==> src/rtl/dmem_rmw_ctrl.sv <==
// dmem_rmw_ctrl: CPU data-memory access controller with sub-word load extension and read-modify-write for sh/sb.
module dmem_rmw_ctrl #(
  parameter int READ_LAT = 1
) (
  input  logic        clk,
  input  logic        rst,
  input  logic        req_valid,
  output logic        req_ready,
  input  logic [31:0] req_addr,
  input  logic [3:0]  req_access,
  input  logic [31:0] req_wdata,
  output logic        resp_valid,
  output logic [31:0] resp_rdata,
  output logic        resp_err,
  output logic        mem_re,
  output logic        mem_we,
  output logic [31:0] mem_addr,
  output logic [31:0] mem_wdata,
  input  logic [31:0] mem_rdata
);
  typedef enum logic [2:0] {IDLE, RD, WAIT, WR, RESP} state_e;
  state_e      state_q, state_d;
  logic [2:0]  cnt_q, cnt_d;
  logic [31:0] addr_q, addr_d, wdata_q, wdata_d, word_q, word_d;
  logic [3:0]  acc_q, acc_d;
  logic        err_q, err_d;
  logic        req_err;
  logic [4:0]  sh;
  logic [15:0] half;
  logic [7:0]  byt;
  logic [31:0] ld;
  assign req_err = !(req_access inside {[4'd1:4'd8]})
                || ((req_access == 4'd1 || req_access == 4'd6) && req_addr[1:0] != 2'b00)
                || ((req_access == 4'd2 || req_access == 4'd4 || req_access == 4'd7) && req_addr[0]);
  always_ff @(posedge clk or posedge rst) begin
    if (rst) begin
      state_q <= IDLE;
      cnt_q   <= '0;
      addr_q  <= '0;
      wdata_q <= '0;
      word_q  <= '0;
      acc_q   <= '0;
      err_q   <= 1'b0;
    end else begin
      state_q <= state_d;
      cnt_q   <= cnt_d;
      addr_q  <= addr_d;
      wdata_q <= wdata_d;
      word_q  <= word_d;
      acc_q   <= acc_d;
      err_q   <= err_d;
    end
  end
  always_comb begin
    state_d = state_q;
    cnt_d   = cnt_q;
    addr_d  = addr_q;
    wdata_d = wdata_q;
    word_d  = word_q;
    acc_d   = acc_q;
    err_d   = err_q;
    case (state_q)
      IDLE: if (req_valid) begin
        addr_d  = req_addr;
        wdata_d = req_wdata;
        acc_d   = req_access;
        err_d   = req_err;
        state_d = req_err ? RESP : req_access == 4'd6 ? WR : RD;
      end
      RD: begin
        cnt_d   = 3'(READ_LAT);
        state_d = WAIT;
      end
      WAIT: begin
        cnt_d = cnt_q - 3'd1;
        if (cnt_q == 3'd1) begin
          word_d  = mem_rdata;
          state_d = acc_q >= 4'd7 ? WR : RESP;
        end
      end
      WR:      state_d = RESP;
      RESP:    state_d = IDLE;
      default: state_d = IDLE;
    endcase
  end
  // Sub-word lane selected by the latched byte offset; shared by load extraction and byte merge.
  assign sh   = {addr_q[1:0], 3'b000};
  assign half = addr_q[1] ? word_q[31:16] : word_q[15:0];
  assign byt  = 8'(word_q >> sh);
  assign ld   = acc_q == 4'd1 ? word_q
              : acc_q == 4'd2 ? {{16{half[15]}}, half}
              : acc_q == 4'd3 ? {{24{byt[7]}}, byt}
              : acc_q == 4'd4 ? {16'h0, half}
              : {24'h0, byt};
  assign req_ready  = state_q == IDLE;
  assign mem_re     = state_q == RD;
  assign mem_we     = state_q == WR;
  assign resp_valid = state_q == RESP;
  assign resp_err   = resp_valid && err_q;
  assign resp_rdata = (resp_valid && !err_q && acc_q <= 4'd5) ? ld : 32'h0;
  assign mem_addr   = {addr_q[31:2], 2'b00};
  assign mem_wdata  = acc_q == 4'd6 ? wdata_q
                    : acc_q == 4'd7 ? (addr_q[1] ? {wdata_q[15:0], word_q[15:0]} : {word_q[31:16], wdata_q[15:0]})
                    : (word_q & ~(32'hFF << sh)) | (32'(wdata_q[7:0]) << sh);
endmodule
==> config.mk <==
export PLATFORM = sky130hd
export DESIGN_NAME = dmem_rmw_ctrl
export DESIGN_NICKNAME = d
export VERILOG_FILES = /design/src/rtl/dmem_rmw_ctrl.sv
export SDC_FILE = /design/constraint.sdc
export NUM_CORES = 1
export LEC_CHECK = 0
export CORE_UTILIZATION = 50
export CTS_CLUSTER_SIZE = 40
export DETAILED_ROUTE_END_ITERATION = 6
export PLACE_DENSITY = 0.88
export SYNTH_ARGS = -nofsm -noshare
export SYNTH_HDL_FRONTEND = slang
export SYNTH_SLANG_ARGS = --single-unit
==> constraint.sdc <==
create_clock -name clk -period 7 [get_ports clk]
set_clock_uncertainty 0.05 [all_clocks]
set_input_delay 1.4 -clock clk [delete_from_list [all_inputs] [get_ports clk]]
set_output_delay 1.4 -clock clk [all_outputs]
set_load 0.005 [all_outputs]
==> Yosys cells after proc, flatten, opt, wreduce, memory -nomap -nowiden <==
Index checks and enable logic that the tools add are counted.
{ "totals": {"out_inout_bits": 101, "latch_bits": 0, "regBits": 107, "in_bits": 103, "rom_bits": 0, "n_memories": 0, "mem_bits_rw": 0} }
{ "classes": {"muxes": 16, "n_addsub": 1, "eq_ne": 18, "n_shift": 3, "n_mul": 0, "n_bitwise": 3, "n_lt_le_gt_ge": 4, "n_div": 0, "n_reduce_logical": 19} }
{ "op_table": {"columns": ["cell", "count"], "rows": [
  ["$mux W32", 7],
  ["$and A32 B32 Y32", 1],
  ["$mux W16", 2],
  ["$not A32 Y32", 1],
  ["$or A32 B32 Y32", 1],
  ["$shl A8 B5 Y32", 1],
  ["$shl A8 B5 Y32 const A", 1],
  ["$shr A32 B5 Y8", 1],
  ["$eq A4 B3 Y1 const B", 6],
  ["$eq A4 B2 Y1 const B", 3],
  ["$mux W3", 4],
  ["$pmux W3 S4", 1],
  ["$eq A4 B1 Y1 const B", 2],
  ["$eq A3 B1 Y1 const B", 2],
  ["$eq A3 B2 Y1 const B", 2],
  ["$logic_and A1 B1 Y1", 6],
  ["$pmux W3 S2", 1],
  ["$reduce_and A2 Y1", 3],
  ["$logic_or A1 B1 Y1", 5],
  ["$ge A4 B1 Y1 const B", 1],
  ["$ge A4 B3 Y1 const B", 1],
  ["$le A4 B3 Y1 const B", 1],
  ["$le A4 B4 Y1 const B", 1],
  ["$ne A2 B2 Y1 const B", 2],
  ["other kinds (6)", 8]
]} }

==> Depth between registers and ports, before layout <==
{ "logic_depth": {"ltp_word": 8, "mapped_depth": 8, "depth_no_buf": 7} }

==> Worst setup path after synthesis <==
OpenSTA, ideal clock, no wires.
{ "synth_timing": {"kind": "register to output", "startpoint": "register acc_q[0]", "endpoint": "output port mem_wdata[0]", "t_arrival_ns": 1.534, "setup_slack_ns": 4.016, "path_buffers": 2, "stages_incl_launch_ff": 7, "path_cell_list": "dfrtp_1 > buf_2 > nand4b_1 > buf_2 > a21oi_1 > nor2_2 > mux2_2"} }
{ "synth_via": {"elab_chain_cells": 3} }
{ "synth_rtl": {"columns": ["element", "line", "text"], "rows": [
  ["start, declared", "25", "logic [3:0] acc_q, acc_d;"],
  ["start signal, assigned", "42", "acc_q <= '0;"],
  ["start signal, assigned", "50", "acc_q <= acc_d;"],
  ["$eq A4 B3 Y1", "103", ": acc_q == 4'd7 ? (addr_q[1] ? {wdata_q[15:0], word_q[15:0]} : {word_q[31:16], wdata_q[15:0]})"],
  ["$mux W32", "103", null],
  ["$mux W32 (*)", "102", "assign mem_wdata = acc_q == 4'd6 ? wdata_q"],
  ["end, declared", "18", "output logic [31:0] mem_wdata,"]
]} }
Mark *: on every way between the ends. The rest lies on a longest branch, timed or not.

==> Worst setup path in the final report <==
{ "layout_timing": {"startpoint": "register addr_q[1]", "endpoint": "output port resp_rdata[16]"} }
{ "layout_via": {"elab_chain_cells": 5} }
{ "layout_rtl": {"columns": ["element", "line", "text"], "rows": [
  ["start, declared", "24", "logic [31:0] addr_q, addr_d, wdata_q, wdata_d, word_q, word_d;"],
  ["start signal, assigned", "47", "addr_q <= addr_d;"],
  ["$shr A32 B5 Y8", "89", "assign byt = 8'(word_q >> sh);"],
  ["$mux W32", "92", ": acc_q == 4'd3 ? {{24{byt[7]}}, byt}"],
  ["$mux W32 (*)", "91", ": acc_q == 4'd2 ? {{16{half[15]}}, half}"],
  ["$mux W32 (*)", "90", "assign ld = acc_q == 4'd1 ? word_q"],
  ["$mux W32 (*)", "100", "assign resp_rdata = (resp_valid && !err_q && acc_q <= 4'd5) ? ld : 32'h0;"],
  ["end, declared", "13", "output logic [31:0] resp_rdata,"]
]} }
Marks and branches as above.

==> results.py <==
metrics = {
    "power_and_ir_drop": {
        "powerDensity_mw_per_mm2": 463,
        "p_comb_frac": 0.509,
        "total_power_mw": 3.77,
        "power_frac_seq": 0.347,
        "p_sw_mw": 1.49,
        "p_int_mw": 2.28,
        "p_sw_frac": 0.396,
        "ir_worst_vdd_v": 0.000270,
        "pwr-share-clk": 0.144,
        "power_leakage_nw": 3.74,
    },
    "clock_network": {
        "cts_buffers": 9,
        "cts_tree": "yes",
        "post_cts_resized": 0,
        "h-tree-depth": 3,
        "cts_buffer_depth": 2,
        "clk_pin_slew_worst_paths_ns": 0.07,
        "root_buffer": "clkbuf_16",
        "clk_latency_ns": 0.36,
        "postCtsSetupBuffers": 0,
        "cts_sinks": 107,
        "cts_hold_repair.buffers": 0,
    },
    "grt": {
        "grtUsageTotal": 0.293,
        "overflow": 0,
        "grt_pass1_vias": 5314,
        "antenna_found_initial": 0,
        "grt_pass1_wl_um": 28300,
        "grt_start_max_net_pins": 71,
    },
    "routing": {
        "ant_nets": 0,
        "drtIter0Drc": 415,
        "vias_per_cell": 5.44,
        "avgRoutedWirePerCell_um": 17.7,
        "drc": 15,
        "vias": 5384,
        "drt-total-wl_um": 17500,
        "first_pass_iters": 7,
    },
    "timing": {
        "slew_headroom": 0.375,
        "min_period_over_period": 0.689,
        "setup_viol": 0,
        "rsz0062_at_grt": "no",
        "drv_slew": 0,
        "fmax_ghz": 0.207,
        "hold_violations": 0,
        "worst_pin_slew_ns": 0.937,
        "period_needed_ns": 4.82,
        "fin_ws_ns": 2.18,
        "finalSetupTns_ns": 0,
        "hold_slack_ns": 0.424,
    },
    "synth": {
        "synthDistinctLibCells": 48,
        "synth_top_area_share": 0.445,
        "synth_warnings": 0,
        "synth-edff-count": 0,
        "synth_common_cells": "nand2_1 (236), dfrtp_1 (107), nor2_1 (61)",
        "ys_seq_area_frac": 0.445,
        "ys_ff_latch": 107,
        "yosys-top-cells-area": "dfrtp_1 (44%), nand2_1 (15%), mux2_4 (7.5%), o21ai_0 (4.5%), buf_4 (4.4%)",
        "syn_area_mm2": 0.00602,
        "syn_area_per_cell_um2": 8.62,
        "synth_ff_type": "dfrtp_1",
        "async_flop_share": 1.00,
        "synth_area_leader_cell": "dfrtp_1",
        "syn-instance-count": 698,
        "yosysMostFrequentCell": "nand2_1",
    },
    "floorplanning": {
        "die_area_mm2": 0.0125,
        "initial_core_util": 0.520,
        "fp-row-count": 39,
        "die_h_um": 112,
        "pin_count": 204,
        "fp.dieW_um": 112,
        "core_mm2": 0.0116,
    },
    "layout": {
        "n_antenna_cell": 0,
        "post-route-util": 0.703,
        "final_area_mm2": 0.00813,
        "area_delta_synth_final_pct": 35.2,
        "multi_input_area_mm2": 0.00289,
        "drive_gt1_frac": 0.0933,
        "nFillCells": 906,
        "seq_area_mm2": 0.00268,
        "fin_nets": 947,
        "fin_cells": 990,
    },
    "place": {
        "io_buffer_count": 201,
        "place_inst": 974,
        "dp_hpwl_um": 12600,
        "pre_cts_ws_ns": 2.60,
        "postPlaceCellArea_mm2": 0.00781,
        "place_congestion": 0.956,
    },
    "setup_path": {
        "r2r_start": "state_q[2]$_DFFE_PP0P_",
        "path_max_fanout": 32,
        "reg2reg_slack_ns": 4.85,
        "startpoint_type": "register",
        "cp.required_ns": 5.55,
        "reg2reg_to": "word_q[12]$_DFFE_PP0P_",
        "endpoint_kind": "output pin",
        "crit_arrival_ns": 3.37,
        "reg2reg_depth": 3,
        "critPathKind": "reg2out",
    },
    "run": {
        "drv_cap": 0,
    },
    "status": {
        "violations": "design-rule violations",
        "outcome": "finished, violations left",
    },
    "worst_hold_path": {
        "whs_path_depth": 2,
        "hold_start": "addr_q[17]$_DFFE_PP0P_",
        "whs_endpoint": "addr_q[17]$_DFFE_PP0P_",
        "hp-class": "reg2reg",
    },
}
## routing by layer
| metal | share of wire | global-route usage |
|---|---|---|
| met1 | 0.41 | 0.374 |
| met3 | 0.11 | 0.104 |
| met4 | 0.018 | 0.0847 |
| met2 | 0.46 | 0.470 |
| met5 | 0 | 0 |
## sequential cells by signal (all words and copies together), names as in the netlist
signal,cells
cnt_q,3
word_q,32
addr_q,32
state_q,3
err_q,1
wdata_q,32
acc_q,4
## cell families (layout without fill, tap and decap cells)
group,after synthesis,after routing,synth area share
XOR/XNOR,2,2,0.00291
buffers and inverters,79,227,0.0771
multiplexers,58,58,0.125
AO/OA/AOI/OAI,100,100,0.0954
flip-flops,107,107,0.445
AND/OR/NAND/NOR,349,349,0.249
adder cells (fa/ha/maj),2,2,0.00416
other,1,2,0.000623
## layout make-up
| type | instances | share of cell area |
|---|---|---|
| flip-flops and latches | 107 | 0.329 |
| repair buffers | 205 | 0.251 |
| well taps | 143 | 0.0220 |
| inverters | 6 | 0.00308 |
| clock inverters | 5 | 0.00846 |
| multi-input cells | 513 | 0.355 |
| clock buffers | 11 | 0.0311 |
## cell usage in the layout (no fill, tap or decap), types with 4 or more instances in the layout
cell / n
mux2_2: 19
mux2i_1: 9
a21oi_1: 22
nor3_1: 10
buf_4: 4
o22ai_1: 8
clkdlybuf4s50_1: 201
nand2b_1: 4
dfrtp_1: 107
nand2_1: 235
nand3b_1: 8
nor3b_1: 10
o21ai_0: 54
a211oi_1: 7
inv_1: 5
nor2_1: 61
clkbuf_16: 9
mux2_4: 30
## power groups by stage
stage / clock network, mW / logic, mW / registers [mW]
global route: 0.577 / 2.10 / 1.34
global placement: 0 / 1.88 / 1.29
finish: 0.541 / 1.92 / 1.31
CTS: 0.552 / 1.92 / 1.29
detailed placement: 0 / 1.91 / 1.30
floorplan: 0 / 1.26 / 1.10
## critical path, stage by stage, from the launching register on
cell	delay, ns
dfrtp_1	0.96
mux2i_1	0.24
o21ai_0	0.23
a32o_1	0.15
nand4b_1	0.56
nor2_1	0.32
clkdlybuf4s50_1	0.54
## worst max path at each step
stage	startpoint	endpoint	slack, ns	cells past startpoint
finish	addr_q[1]$_DFFE_PP0P_	resp_rdata[16]	2.18	6
global route	addr_q[1]$_DFFE_PP0P_	resp_rdata[16]	1.89	6
CTS	addr_q[1]$_DFFE_PP0P_	resp_rdata[16]	2.21	6
detailed placement	addr_q[1]$_DFFE_PP0P_	resp_rdata[16]	2.60	6
global placement	addr_q[1]$_DFFE_PP0P_	resp_rdata[16]	2.74	6
floorplan	rst	acc_q[0]$_DFFE_PP0P_	2.73	1
No activity file was read; power rests on OpenSTA's default activity.
